## src/rtl/ctrl_pkg.sv

```systemverilog
// Shared encodings and the control-word type for the pipelined MIPS control unit.
package ctrl_pkg;

    localparam int CTRL_ALUOP_W = 4;
    localparam int CTRL_REG_W   = 5;

    localparam logic [5:0] OP_RTYPE  = 6'b000000;
    localparam logic [5:0] OP_REGIMM = 6'b000001;
    localparam logic [5:0] OP_J      = 6'b000010;
    localparam logic [5:0] OP_JAL    = 6'b000011;
    localparam logic [5:0] OP_BEQ    = 6'b000100;
    localparam logic [5:0] OP_BNE    = 6'b000101;
    localparam logic [5:0] OP_BLEZ   = 6'b000110;
    localparam logic [5:0] OP_BGTZ   = 6'b000111;
    localparam logic [5:0] OP_ADDI   = 6'b001000;
    localparam logic [5:0] OP_SLTI   = 6'b001010;
    localparam logic [5:0] OP_ANDI   = 6'b001100;
    localparam logic [5:0] OP_ORI    = 6'b001101;
    localparam logic [5:0] OP_XORI   = 6'b001110;
    localparam logic [5:0] OP_LB     = 6'b100000;
    localparam logic [5:0] OP_LH     = 6'b100001;
    localparam logic [5:0] OP_LW     = 6'b100011;
    localparam logic [5:0] OP_SB     = 6'b101000;
    localparam logic [5:0] OP_SH     = 6'b101001;
    localparam logic [5:0] OP_SW     = 6'b101011;

    localparam logic [5:0] FN_SLL = 6'b000000;
    localparam logic [5:0] FN_SRL = 6'b000010;
    localparam logic [5:0] FN_JR  = 6'b001000;
    localparam logic [5:0] FN_ADD = 6'b100000;
    localparam logic [5:0] FN_SUB = 6'b100010;
    localparam logic [5:0] FN_AND = 6'b100100;
    localparam logic [5:0] FN_OR  = 6'b100101;
    localparam logic [5:0] FN_XOR = 6'b100110;
    localparam logic [5:0] FN_NOR = 6'b100111;
    localparam logic [5:0] FN_SLT = 6'b101010;

    localparam logic [3:0] ALU_ADD  = 4'b0000;
    localparam logic [3:0] ALU_SUB  = 4'b0001;
    localparam logic [3:0] ALU_AND  = 4'b0011;
    localparam logic [3:0] ALU_OR   = 4'b0100;
    localparam logic [3:0] ALU_NOR  = 4'b0101;
    localparam logic [3:0] ALU_XOR  = 4'b0110;
    localparam logic [3:0] ALU_SLL  = 4'b0111;
    localparam logic [3:0] ALU_SRL  = 4'b1000;
    localparam logic [3:0] ALU_SLT  = 4'b1001;
    localparam logic [3:0] ALU_BLTZ = 4'b1001;
    localparam logic [3:0] ALU_BGTZ = 4'b1010;
    localparam logic [3:0] ALU_BEQ  = 4'b1011;
    localparam logic [3:0] ALU_BLEZ = 4'b1101;
    localparam logic [3:0] ALU_BGEZ = 4'b1110;
    localparam logic [3:0] ALU_BNE  = 4'b1111;

    typedef enum logic [1:0] {
        SIZE_WORD = 2'b00,
        SIZE_HALF = 2'b01,
        SIZE_BYTE = 2'b10
    } mem_size_e;

    typedef struct packed {
        logic [CTRL_ALUOP_W-1:0] alu_op;
        logic                    alu_src;
        logic                    to_branch;
        logic                    jump;
        logic                    jump_reg;
        logic                    mem_read;
        logic                    mem_write;
        mem_size_e               mem_size;
        logic                    reg_write;
        logic                    mem_to_reg;
        logic                    link;
        logic [CTRL_REG_W-1:0]   write_reg;
    } ctrl_word_t;

    localparam ctrl_word_t BUBBLE = '0;

endpackage

```

## src/rtl/pipe_control_unit_if.sv

```systemverilog
// ID-stage request and staged control outputs of the pipelined control unit.
// EX_IllegalOp exists only when CTRL_ILLEGAL_TRAP_EN is defined.
interface pipe_control_unit_if #(
    parameter int INSTR_W    = 32,
    parameter int ALUOP_W    = 4,
    parameter int REG_ADDR_W = 5
);
    logic [INSTR_W-1:0]    Instruction;
    logic                  InstrValid;
    logic                  Flush;
    logic                  Stall;
    logic [ALUOP_W-1:0]    EX_ALUOp;
    logic                  EX_ALUSrc;
    logic                  EX_ToBranch;
    logic                  EX_Jump;
    logic                  EX_JumpReg;
    logic                  MEM_MemRead;
    logic                  MEM_MemWrite;
    logic [1:0]            MEM_Size;
    logic                  WB_RegWrite;
    logic                  WB_MemToReg;
    logic                  WB_Link;
    logic [REG_ADDR_W-1:0] WB_WriteReg;
`ifdef CTRL_ILLEGAL_TRAP_EN
    logic                  EX_IllegalOp;
`endif

    // master: IF/ID register and datapath side
    modport master (
        output Instruction, InstrValid, Flush,
        input  Stall, EX_ALUOp, EX_ALUSrc, EX_ToBranch, EX_Jump, EX_JumpReg,
        input  MEM_MemRead, MEM_MemWrite, MEM_Size,
`ifdef CTRL_ILLEGAL_TRAP_EN
        input  EX_IllegalOp,
`endif
        input  WB_RegWrite, WB_MemToReg, WB_Link, WB_WriteReg
    );

    modport slave (
        input  Instruction, InstrValid, Flush,
        output Stall, EX_ALUOp, EX_ALUSrc, EX_ToBranch, EX_Jump, EX_JumpReg,
        output MEM_MemRead, MEM_MemWrite, MEM_Size,
`ifdef CTRL_ILLEGAL_TRAP_EN
        output EX_IllegalOp,
`endif
        output WB_RegWrite, WB_MemToReg, WB_Link, WB_WriteReg
    );
endinterface

```

## src/rtl/ctrl_decoder.sv

```systemverilog
// Combinational MIPS decode of one instruction into a control word, plus the
// register-source flags used by load-use detection and an illegal-encoding flag.
module ctrl_decoder
    import ctrl_pkg::*;
#(
    parameter int LINK_REG = 31
) (
    input  logic [31:0] instr,
    output ctrl_word_t  word,
    output logic        uses_rs,
    output logic        uses_rt,
    output logic        illegal
);

    logic [5:0]            opcode;
    logic [5:0]            funct;
    logic [CTRL_REG_W-1:0] rt;
    logic [CTRL_REG_W-1:0] rd;
    logic [CTRL_REG_W-1:0] dest;
    logic                  unused_shamt;

    assign opcode       = instr[31:26];
    assign rt           = instr[20:16];
    assign rd           = instr[15:11];
    assign funct        = instr[5:0];
    assign unused_shamt = ^instr[10:6];

    always_comb begin
        word    = BUBBLE;
        uses_rs = 1'b1;
        uses_rt = 1'b0;
        illegal = 1'b0;
        dest    = '0;
        case (opcode)
            OP_RTYPE: begin
                uses_rt         = 1'b1;
                word.reg_write  = 1'b1;
                word.mem_to_reg = 1'b1;
                dest            = rd;
                case (funct)
                    FN_ADD: word.alu_op = ALU_ADD;
                    FN_SUB: word.alu_op = ALU_SUB;
                    FN_AND: word.alu_op = ALU_AND;
                    FN_OR:  word.alu_op = ALU_OR;
                    FN_NOR: word.alu_op = ALU_NOR;
                    FN_XOR: word.alu_op = ALU_XOR;
                    FN_SLT: word.alu_op = ALU_SLT;
                    FN_SLL: begin word.alu_op = ALU_SLL; word.alu_src = 1'b1; end
                    FN_SRL: begin word.alu_op = ALU_SRL; word.alu_src = 1'b1; end
                    FN_JR: begin
                        word.alu_op     = ALU_ADD;
                        word.jump       = 1'b1;
                        word.jump_reg   = 1'b1;
                        word.reg_write  = 1'b0;
                        word.mem_to_reg = 1'b0;
                    end
                    default: illegal = 1'b1;
                endcase
            end
            OP_REGIMM: begin
                word.to_branch = 1'b1;
                word.alu_op    = rt[0] ? ALU_BGEZ : ALU_BLTZ;
            end
            OP_J: begin
                uses_rs   = 1'b0;
                word.jump = 1'b1;
            end
            OP_JAL: begin
                uses_rs        = 1'b0;
                word.jump      = 1'b1;
                word.link      = 1'b1;
                word.reg_write = 1'b1;
                dest           = CTRL_REG_W'(LINK_REG);
            end
            OP_BEQ, OP_BNE: begin
                uses_rt        = 1'b1;
                word.to_branch = 1'b1;
                word.alu_op    = (opcode == OP_BEQ) ? ALU_BEQ : ALU_BNE;
            end
            OP_BLEZ: begin word.to_branch = 1'b1; word.alu_op = ALU_BLEZ; end
            OP_BGTZ: begin word.to_branch = 1'b1; word.alu_op = ALU_BGTZ; end
            OP_ADDI, OP_SLTI, OP_ANDI, OP_ORI, OP_XORI: begin
                word.alu_src    = 1'b1;
                word.reg_write  = 1'b1;
                word.mem_to_reg = 1'b1;
                dest            = rt;
                case (opcode)
                    OP_SLTI: word.alu_op = ALU_SLT;
                    OP_ANDI: word.alu_op = ALU_AND;
                    OP_ORI:  word.alu_op = ALU_OR;
                    OP_XORI: word.alu_op = ALU_XOR;
                    default: word.alu_op = ALU_ADD;
                endcase
            end
            OP_LW, OP_LH, OP_LB: begin
                word.alu_src   = 1'b1;
                word.mem_read  = 1'b1;
                word.reg_write = 1'b1;
                dest           = rt;
                word.mem_size  = (opcode == OP_LW) ? SIZE_WORD :
                                 (opcode == OP_LH) ? SIZE_HALF : SIZE_BYTE;
            end
            OP_SW, OP_SH, OP_SB: begin
                uses_rt        = 1'b1;
                word.alu_src   = 1'b1;
                word.mem_write = 1'b1;
                word.mem_size  = (opcode == OP_SW) ? SIZE_WORD :
                                 (opcode == OP_SH) ? SIZE_HALF : SIZE_BYTE;
            end
            default: illegal = 1'b1;
        endcase

        if (illegal) begin
            word    = BUBBLE;
            uses_rs = 1'b0;
            uses_rt = 1'b0;
        end

        // $0 is hard-wired: a write to it is no write at all
        if (word.reg_write && dest != '0) begin
            word.write_reg = dest;
        end else begin
            word.reg_write = 1'b0;
            word.write_reg = '0;
        end
    end

endmodule

```

## src/rtl/pipe_control_unit.sv

```systemverilog
// Pipelined MIPS control: ID decode, ID/EX -> EX/MEM -> MEM/WB control registers,
// load-use stall and bubble insertion. CTRL_ILLEGAL_TRAP_EN adds EX_IllegalOp.
module pipe_control_unit
    import ctrl_pkg::*;
#(
    parameter int INSTR_W    = 32,
    parameter int ALUOP_W    = 4,
    parameter int REG_ADDR_W = 5,
    parameter int LINK_REG   = 31
) (
    input logic Clk,
    input logic Reset,
    pipe_control_unit_if.slave bus
);

    logic [INSTR_W-1:0]    instr;
    ctrl_word_t            dec_word;
    logic                  uses_rs;
    logic                  uses_rt;
    logic                  illegal;
    logic [CTRL_REG_W-1:0] rs;
    logic [CTRL_REG_W-1:0] rt;
    logic                  load_use;
    logic                  stall;
    logic                  kill;
    ctrl_word_t            ex_p0;
    ctrl_word_t            mem_p1;
    ctrl_word_t            wb_p2;

    assign instr = bus.Instruction;
    assign rs    = instr[25:21];
    assign rt    = instr[20:16];

    ctrl_decoder #(
        .LINK_REG (LINK_REG)
    ) u_decoder (
        .instr   (instr[31:0]),
        .word    (dec_word),
        .uses_rs (uses_rs),
        .uses_rt (uses_rt),
        .illegal (illegal)
    );

    // write_reg is already 0 for non-writing and $0-targeting loads
    assign load_use = ex_p0.mem_read && (ex_p0.write_reg != '0) &&
                      ((uses_rs && rs == ex_p0.write_reg) ||
                       (uses_rt && rt == ex_p0.write_reg));
    assign stall    = bus.InstrValid && !bus.Flush && load_use;
    assign kill     = !bus.InstrValid || bus.Flush || stall;

    // ID -> EX -> MEM -> WB
    always_ff @(posedge Clk) begin
        if (Reset) begin
            ex_p0  <= BUBBLE;
            mem_p1 <= BUBBLE;
            wb_p2  <= BUBBLE;
        end else begin
            ex_p0  <= kill ? BUBBLE : dec_word;
            mem_p1 <= ex_p0;
            wb_p2  <= mem_p1;
        end
    end

`ifdef CTRL_ILLEGAL_TRAP_EN
    logic ill_p0;

    always_ff @(posedge Clk) begin
        if (Reset) ill_p0 <= 1'b0;
        else       ill_p0 <= illegal && !kill;
    end

    assign bus.EX_IllegalOp = ill_p0;
`else
    logic unused_illegal;
    assign unused_illegal = illegal;
`endif

    assign bus.Stall        = stall;
    assign bus.EX_ALUOp     = ALUOP_W'(ex_p0.alu_op);
    assign bus.EX_ALUSrc    = ex_p0.alu_src;
    assign bus.EX_ToBranch  = ex_p0.to_branch;
    assign bus.EX_Jump      = ex_p0.jump;
    assign bus.EX_JumpReg   = ex_p0.jump_reg;
    assign bus.MEM_MemRead  = mem_p1.mem_read;
    assign bus.MEM_MemWrite = mem_p1.mem_write;
    assign bus.MEM_Size     = mem_p1.mem_size;
    assign bus.WB_RegWrite  = wb_p2.reg_write;
    assign bus.WB_MemToReg  = wb_p2.mem_to_reg;
    assign bus.WB_Link      = wb_p2.link;
    assign bus.WB_WriteReg  = REG_ADDR_W'(wb_p2.write_reg);

endmodule

```

## src/flat_wrapper.sv

```systemverilog
// flat-port wrapper written by rule: the top's interface ports become plain ports
module pipe_control_unit_flat import ctrl_pkg::*;
#(
    parameter int INSTR_W    = 32,
    parameter int ALUOP_W    = 4,
    parameter int REG_ADDR_W = 5,
    parameter int LINK_REG   = 31
)
  (Clk, Reset, bus_Instruction, bus_InstrValid, bus_Flush, bus_Stall, bus_EX_ALUOp, bus_EX_ALUSrc, bus_EX_ToBranch, bus_EX_Jump, bus_EX_JumpReg, bus_MEM_MemRead, bus_MEM_MemWrite, bus_MEM_Size, bus_WB_RegWrite, bus_WB_MemToReg, bus_WB_Link, bus_WB_WriteReg);
  pipe_control_unit_if #(.INSTR_W(INSTR_W), .ALUOP_W(ALUOP_W), .REG_ADDR_W(REG_ADDR_W)) bus_i ();
  input logic Clk;
  input logic Reset;
  input wire logic [$bits(bus_i.Instruction)-1:0] bus_Instruction;
  input wire logic [$bits(bus_i.InstrValid)-1:0] bus_InstrValid;
  input wire logic [$bits(bus_i.Flush)-1:0] bus_Flush;
  output wire logic [$bits(bus_i.Stall)-1:0] bus_Stall;
  output wire logic [$bits(bus_i.EX_ALUOp)-1:0] bus_EX_ALUOp;
  output wire logic [$bits(bus_i.EX_ALUSrc)-1:0] bus_EX_ALUSrc;
  output wire logic [$bits(bus_i.EX_ToBranch)-1:0] bus_EX_ToBranch;
  output wire logic [$bits(bus_i.EX_Jump)-1:0] bus_EX_Jump;
  output wire logic [$bits(bus_i.EX_JumpReg)-1:0] bus_EX_JumpReg;
  output wire logic [$bits(bus_i.MEM_MemRead)-1:0] bus_MEM_MemRead;
  output wire logic [$bits(bus_i.MEM_MemWrite)-1:0] bus_MEM_MemWrite;
  output wire logic [$bits(bus_i.MEM_Size)-1:0] bus_MEM_Size;
  output wire logic [$bits(bus_i.WB_RegWrite)-1:0] bus_WB_RegWrite;
  output wire logic [$bits(bus_i.WB_MemToReg)-1:0] bus_WB_MemToReg;
  output wire logic [$bits(bus_i.WB_Link)-1:0] bus_WB_Link;
  output wire logic [$bits(bus_i.WB_WriteReg)-1:0] bus_WB_WriteReg;
  assign bus_i.Instruction = bus_Instruction;
  assign bus_i.InstrValid = bus_InstrValid;
  assign bus_i.Flush = bus_Flush;
  assign bus_Stall = bus_i.Stall;
  assign bus_EX_ALUOp = bus_i.EX_ALUOp;
  assign bus_EX_ALUSrc = bus_i.EX_ALUSrc;
  assign bus_EX_ToBranch = bus_i.EX_ToBranch;
  assign bus_EX_Jump = bus_i.EX_Jump;
  assign bus_EX_JumpReg = bus_i.EX_JumpReg;
  assign bus_MEM_MemRead = bus_i.MEM_MemRead;
  assign bus_MEM_MemWrite = bus_i.MEM_MemWrite;
  assign bus_MEM_Size = bus_i.MEM_Size;
  assign bus_WB_RegWrite = bus_i.WB_RegWrite;
  assign bus_WB_MemToReg = bus_i.WB_MemToReg;
  assign bus_WB_Link = bus_i.WB_Link;
  assign bus_WB_WriteReg = bus_i.WB_WriteReg;
  pipe_control_unit #(.INSTR_W(INSTR_W), .ALUOP_W(ALUOP_W), .REG_ADDR_W(REG_ADDR_W), .LINK_REG(LINK_REG)) u_core (.Clk(Clk), .Reset(Reset), .bus(bus_i));
endmodule
```

## config.mk

```make
export PLATFORM = sky130hd
export DESIGN_NAME = pipe_control_unit_flat
export DESIGN_NICKNAME = d
export VERILOG_FILES = /design/src/rtl/ctrl_pkg.sv /design/src/rtl/pipe_control_unit_if.sv /design/src/rtl/ctrl_decoder.sv /design/src/rtl/pipe_control_unit.sv /design/src/flat_wrapper.sv
export SDC_FILE = /design/constraint.sdc
export NUM_CORES = 1
export LEC_CHECK = 0
export CORE_MARGIN = 2
export CORE_UTILIZATION = 55
export CTS_CLUSTER_SIZE = 16
export DETAILED_ROUTE_END_ITERATION = 16
export DONT_BUFFER_PORTS = 1
export PLACE_DENSITY = 0.7
export SYNTH_ARGS = -nofsm -noshare
export SYNTH_HDL_FRONTEND = slang
export SYNTH_SLANG_ARGS = --single-unit
```

## constraint.sdc

```tcl
create_clock -name Clk -period 6.5 [get_ports Clk]
set_input_delay 1.3 -clock Clk [delete_from_list [all_inputs] [get_ports Clk]]
set_output_delay 1.3 -clock Clk [all_outputs]
set_load 0.005 [all_outputs]
```

==> Word-level counts from Yosys, hierarchy flattened <==
Index checks and enable logic that the tools add are counted.
{ "word_totals": {"ff_bits": 40, "in_bits": 36, "out_inout_bits": 21, "word_cells": 115} }
{ "classes": {"n_eq_ne": 29, "muxes": 29, "n_bitwise": 2, "reduce_logical": 32} }
{ "op_table": {"columns": ["op", "n"], "rows": [
  ["$eq A6 B6 Y1 const B", 13],
  ["$eq A6 B4 Y1 const B", 6],
  ["$pmux W4 S8", 1],
  ["$eq A6 B3 Y1 const B", 4],
  ["$pmux W4 S6", 1],
  ["$eq A6 B2 Y1 const B", 3],
  ["$reduce_or A18 Y1", 1],
  ["$pmux W4 S4", 1],
  ["$pmux W5 S3", 1],
  ["$logic_not A6 Y1", 2],
  ["$mux W2", 6],
  ["$reduce_or A3 Y1", 4],
  ["$reduce_or A11 Y1", 1],
  ["$eq A5 B5 Y1", 2],
  ["$mux W1", 10],
  ["$pmux W1 S2", 5],
  ["$reduce_bool A5 Y1", 2],
  ["$reduce_or A10 Y1", 1],
  ["$reduce_or A5 Y1", 2],
  ["$reduce_or A9 Y1", 1],
  ["$mux W8", 1],
  ["$reduce_or A8 Y1", 1],
  ["$logic_and A1 B1 Y1", 7],
  ["$eq A6 B1 Y1 const B", 1],
  ["other kinds (8)", 15]
]} }

==> Depth between registers and ports, before layout <==
{ "logic_depth": {"depth_word": 11, "depth_mapped": 8, "ltp_nobuf": 5} }

==> Cells and area by module <==
From an unflattened synthesis, not the netlist that was laid out.
{ "unflattened": {"hier_cells": 257, "hier_area_um2": 2265.9} }
{ "modules_own_cells": {"columns": ["module", "instances", "cells_per_inst", "area_each_um2", "seq_area_each_um2"], "rows": [
  ["pipe_control_unit", 1, 135, 1492.7, 800.8],
  ["ctrl_decoder", 1, 122, 773.2, 0.0]
]} }

==> Least setup slack after synthesis <==
Ideal clock, no wire load.
{ "synth_path": {"path_kind": "input to output", "from": "input bus_Instruction[28]", "to": "output bus_Stall", "arrival_ns": 2.676, "required_ns": 5.200, "slack_ns": 2.524, "cell_stages": 8, "path_buffers": 3, "cell_sequence": "buf_2 > nor4_4 > and2_1 > clkbuf_1 > o211ai_1 > nand4_1 > buf_2 > nor2_1"} }
{ "synth_between": {"elab_chain_cells": 8, "word_cells_on_any_way": 32, "cone_classes": "eq/ne (18); mux (5); reduce/logical (9)"} }
{ "synth_lines": {"columns": ["item", "line_no", "rtl"], "rows": [
  ["start, declared", "flat_wrapper.sv:13", "input wire logic [$bits(bus_i.Instruction)-1:0] bus_Instruction;"],
  ["$eq A6 B3 Y1 (tied with other cells)", "ctrl_decoder.sv:34", "case (opcode)"],
  ["$reduce_or A18 Y1 (no line) (tied with other cells)", null, null],
  ["$pmux W1 S2 / $mux W1 (equally long branches)", "ctrl_decoder.sv:34", null],
  ["$mux W1", "ctrl_decoder.sv:113", "if (illegal) begin"],
  ["$logic_and A1 B1 Y1 (on tied branches)", "pipe_control_unit.sv:46, pipe_control_unit.sv:47", null],
  ["$logic_or A1 B1 Y1 *", "pipe_control_unit.sv:46", "((uses_rs && rs == ex_p0.write_reg) ||"],
  ["$logic_and A1 B1 Y1 *", "pipe_control_unit.sv:45", "assign load_use = ex_p0.mem_read && (ex_p0.write_reg != '0) &&"],
  ["$logic_and A1 B1 Y1 *", "pipe_control_unit.sv:48", "assign stall = bus.InstrValid && !bus.Flush && load_use;"],
  ["end, declared", "flat_wrapper.sv:16", "output wire logic [$bits(bus_i.Stall)-1:0] bus_Stall;"]
]} }
Mark *: on every way between the ends. The rest lies on a longest branch, timed or not.

==> Worst setup path after layout <==
{ "layout_path": {"from": "input bus_Instruction[0]", "to": "output bus_Stall"} }
{ "layout_between": {"elab_chain_cells": 9, "word_cells_on_any_way": 20, "cone_classes": "eq/ne (9); mux (4); reduce/logical (7)"} }
{ "layout_lines": {"columns": ["item", "line_no", "rtl"], "rows": [
  ["$eq A6 B2 Y1 (tied with other cells)", "ctrl_decoder.sv:40", "case (funct)"],
  ["$reduce_or A10 Y1 (no line) *", null, null],
  ["$mux W1 *", "ctrl_decoder.sv:40", null],
  ["$pmux W1 S2 *", "ctrl_decoder.sv:34", null],
  ["$mux W1", "ctrl_decoder.sv:113", null],
  ["$logic_and A1 B1 Y1 (on tied branches)", "pipe_control_unit.sv:46, pipe_control_unit.sv:47", null],
  ["$logic_or A1 B1 Y1 *", "pipe_control_unit.sv:46", null],
  ["$logic_and A1 B1 Y1 *", "pipe_control_unit.sv:45", null],
  ["$logic_and A1 B1 Y1 *", "pipe_control_unit.sv:48", null]
]} }
Marks and branches as above.

==> results.json <==
{
  "hold_start": "u_core.ex_p0[7]$_SDFF_PP0_",
  "setup_violations": 0,
  "worst_supply_voltage_drop_on_vdd_mv": 0.123,
  "timing.hold.worst_endpoint": "u_core.mem_p1[7]$_SDFF_PP0_",
  "worst-endpoint-required_ps": 5200,
  "number_of_flops_mapped_to_enable_cells_by_yosys": 0,
  "hold_slack_ps": 436,
  "die_ht_um": 63.8,
  "initial_utilization_pct": 58.1,
  "worstMarginPinSlew_ps": 682,
  "comb_power_share_pct": 8.8,
  "die-area_um2": 4080,
  "timing_limited_maximum_frequency_mhz": 258,
  "die_w_um": 63.8,
  "syn_area_per_cell_um2": 8.75,
  "postSynthRegisterBits": 40,
  "netlist_instances": 225,
  "synth.net_count": 261,
  "max_stage_delay_ps": 590,
  "p_clk_share_pct": 30.1,
  "worstSetupPathType": "input pin to output port",
  "antenna_violations_before_repair": 0,
  "seq_area_frac_synth_pct": 40.7,
  "grt_overflow": 0,
  "timing_max_transition_violations_final": 0,
  "top_level_ports": 57,
  "grt_pass1_vias": 1423,
  "power.static_leakage_nw": 0.715,
  "fin_skew_ps": 10.6,
  "r2r-end": "u_core.bus.EX_ALUOp[2]$_SDFF_PP0_",
  "post-layout-total-power_mw": 0.402,
  "power.internal_mw": 0.304,
  "max_slew_margin_pct": 54.6,
  "cts_max_path_buffers": 2,
  "clk-insertion-delay-late_ps": 350,
  "design.final.nets": 246,
  "cts_tree": "built",
  "route.antenna.remaining_nets": 0,
  "crit-reg2reg-launch": "u_core.ex_p0[3]$_SDFF_PP0_",
  "clock-root-buffer": "clkbuf_4",
  "port-buffer-count": 0,
  "cp_top_family": "simple AND/OR/NAND/NOR gates",
  "yosysUniqueCellTypes": 51,
  "fin_setup_tns_ps": 0,
  "areaGrowthSynthToFinish_pct": -0.0634,
  "cts_setup_buffers": 0,
  "critPathLaunchType": "input pin",
  "drt_drc_violations_left": 0,
  "vias": 1604,
  "switching_share_pct": 24.5,
  "n_antenna_cell": 0,
  "hold_viol_final": 0,
  "worst_setup_hold_path_clk_slew_ps": 110,
  "seq_power_share_pct": 61.2,
  "result_of_the_run": "finished clean",
  "ff2ff_setup_slack_ps": 4190,
  "finalWirelength_mm": 4.36,
  "core-area_um2": 3390,
  "setup.worst_path.end_class": "output port",
  "routed_wire_length_per_instance_um": 17.0,
  "p_switching_mw": 0.0983,
  "cp.buffers_inverters": 0,
  "grt_start_max_net_pins": 22,
  "worst_r2r_path_depth": 5,
  "worst-endpoint-arrival_ps": 2580,
  "cts_htree_levels": 2,
  "drt_pre_antenna_iters": 4,
  "detail_route.iter0.violations": 50,
  "post_drt_via_cell_ratio": 6.24,
  "cts_hold_repair.buffers": 0,
  "post_route_cells_drive_above_1_share_pct": 7.58,
  "period_needed_ps": 3880,
  "synth.yosys.warnings": 0,
  "drv.max_cap_violation_count": 0,
  "rows": 21,
  "min_path_cells": 1,
  "worst_path_max_delay_cell": "nor4_1",
  "cts_resized": 0,
  "async_flop_share_pct": 0,
  "gr-usage-all-layers_pct": 21.7,
  "number_of_fill_cells": 308,
  "worst-path-max-fanout": 6,
  "rsz0062_at_grt": "false",
  "final.period_utilization_pct": 59.7,
  "clock_sinks": 40,
  "final_core_utilization_pct": 58.1,
  "routabilityCongestion": 0.822,
  "power.density_nw_per_um2": 204,
  "detailed_place_hpwl_mm": 3.26,
  "area_of_the_mapped_netlist_um2": 1970,
  "worstPathCellList": "nor4_1, nand3_1, o211ai_1, nand4_1, nor2_1",
  "synthFlopType": "dfxtp_1",
  "worstHoldPathType": "register to register",
  "cts_buffers": 5,
  "grt_first_pass_wirelength_mm": 6.78
}
==> state kept, by name (all words and copies together) (netlist names) <==
register	cells
u_core.bus.EX_ALUOp	4
u_core.bus.WB_RegWrite	1
u_core.bus.EX_ALUSrc	1
u_core.bus.WB_WriteReg	5
u_core.bus.EX_Jump	1
u_core.bus.EX_JumpReg	1
u_core.bus.MEM_Size	2
u_core.bus.WB_MemToReg	1
u_core.bus.MEM_MemWrite	1
u_core.bus.WB_Link	1
u_core.bus.MEM_MemRead	1
u_core.bus.EX_ToBranch	1
u_core.mem_p1	8
u_core.ex_p0	12
==> per-layer routing <==
metal  vias to the layer above  share of wire [%]  wire [um]  global-route usage [%]
li1                        769                  -          -                       -
met1                       750                 41       1780                    25.8
met2                        74                 47       2060                    34.1
met3                        11                8.4        367                    5.99
met4                         0                3.4        150                    14.1
met5                         -                  0          0                       0
==> layout make-up <==
class	instances	area (um2)	area share [%]
flip-flops and latches	40	801	40.7
well taps	46	57.6	2.92
repair buffers	1	7.51	0.381
multi-input cells	155	1020	51.8
clock inverters	3	18.8	0.954
inverters	7	26.3	1.34
clock buffers	5	37.5	1.91
==> metrics by stage <==
stage               area [um2]  worst slack, ps  std cells
detailed placement        1910             2640        249
global placement          1910             2680        249
floorplan                 1970             2520        225
finish                    1970             2620        257
CTS                       1970             2640        257
global route              1970             2450        257
==> cell usage after synthesis (all sizes together), types with 5 or more instances <==
cell type  number  area share (%)
nor4            7             3.9
o21ai           5             1.3
a21oi          13             3.3
nor2b          22             7.0
inv             7             1.3
a22o            6             2.7
nor2           14             2.7
nand2           9             1.7
clkbuf         10             1.9
xor2            9             4.0
buf            13             4.3
dfxtp          40              41
nor3           22             5.6
==> placed cells by master (no fill, tap or decap), types with 2 or more instances in the layout <==
| master | instances |
|---|---|
| clkinv_2 | 2 |
| nor2b_1 | 22 |
| inv_1 | 7 |
| clkbuf_4 | 5 |
| xor2_1 | 9 |
| nor3b_1 | 2 |
| nor2_1 | 14 |
| nand3_1 | 4 |
| nand4_1 | 2 |
| a21oi_1 | 13 |
| xnor2_1 | 3 |
| nor4_2 | 3 |
| nor4_1 | 3 |
| nor4bb_1 | 2 |
| a22o_1 | 6 |
| dfxtp_1 | 40 |
| a2bb2oi_1 | 2 |
| nand2b_1 | 2 |
| nor3_1 | 22 |
| or4_1 | 2 |
| o211ai_1 | 4 |
| o21a_1 | 2 |
| o21ai_0 | 5 |
| nand2_1 | 9 |
==> worst max path at each step <==
| stage | start | endpoint | slack (ps) | cells after the start |
|---|---|---|---|---|
| floorplan | bus_Instruction[28] | bus_Stall | 2520 | 8 |
| global placement | bus_Instruction[0] | bus_Stall | 2680 | 5 |
| detailed placement | bus_Instruction[0] | bus_Stall | 2640 | 5 |
| CTS | bus_Instruction[0] | bus_Stall | 2640 | 5 |
| global route | bus_Instruction[0] | bus_Stall | 2450 | 5 |
| finish | bus_Instruction[0] | bus_Stall | 2620 | 5 |
==> power by group through the flow <==
stage          clock network (mW)  logic, mW  registers, mW
2_1_floorplan                   0     0.0385          0.251
3_3_place_gp                    0     0.0341          0.251
3_5_place_dp                    0     0.0348          0.251
4_1_cts                     0.122     0.0350          0.246
5_1_grt                     0.134     0.0386          0.246
6_report                    0.121     0.0352          0.246
==> cells by family (layout without fill, tap and decap cells) <==
logic type	count (synthesis)	after routing	share of synthesized area [%]
buf+inv	30	16	7.56
xor+xnor	12	12	5.34
compound gates	48	48	18.0
flops	40	40	40.7
simple gates	95	95	28.5
Power figures use the tool's default switching activity.
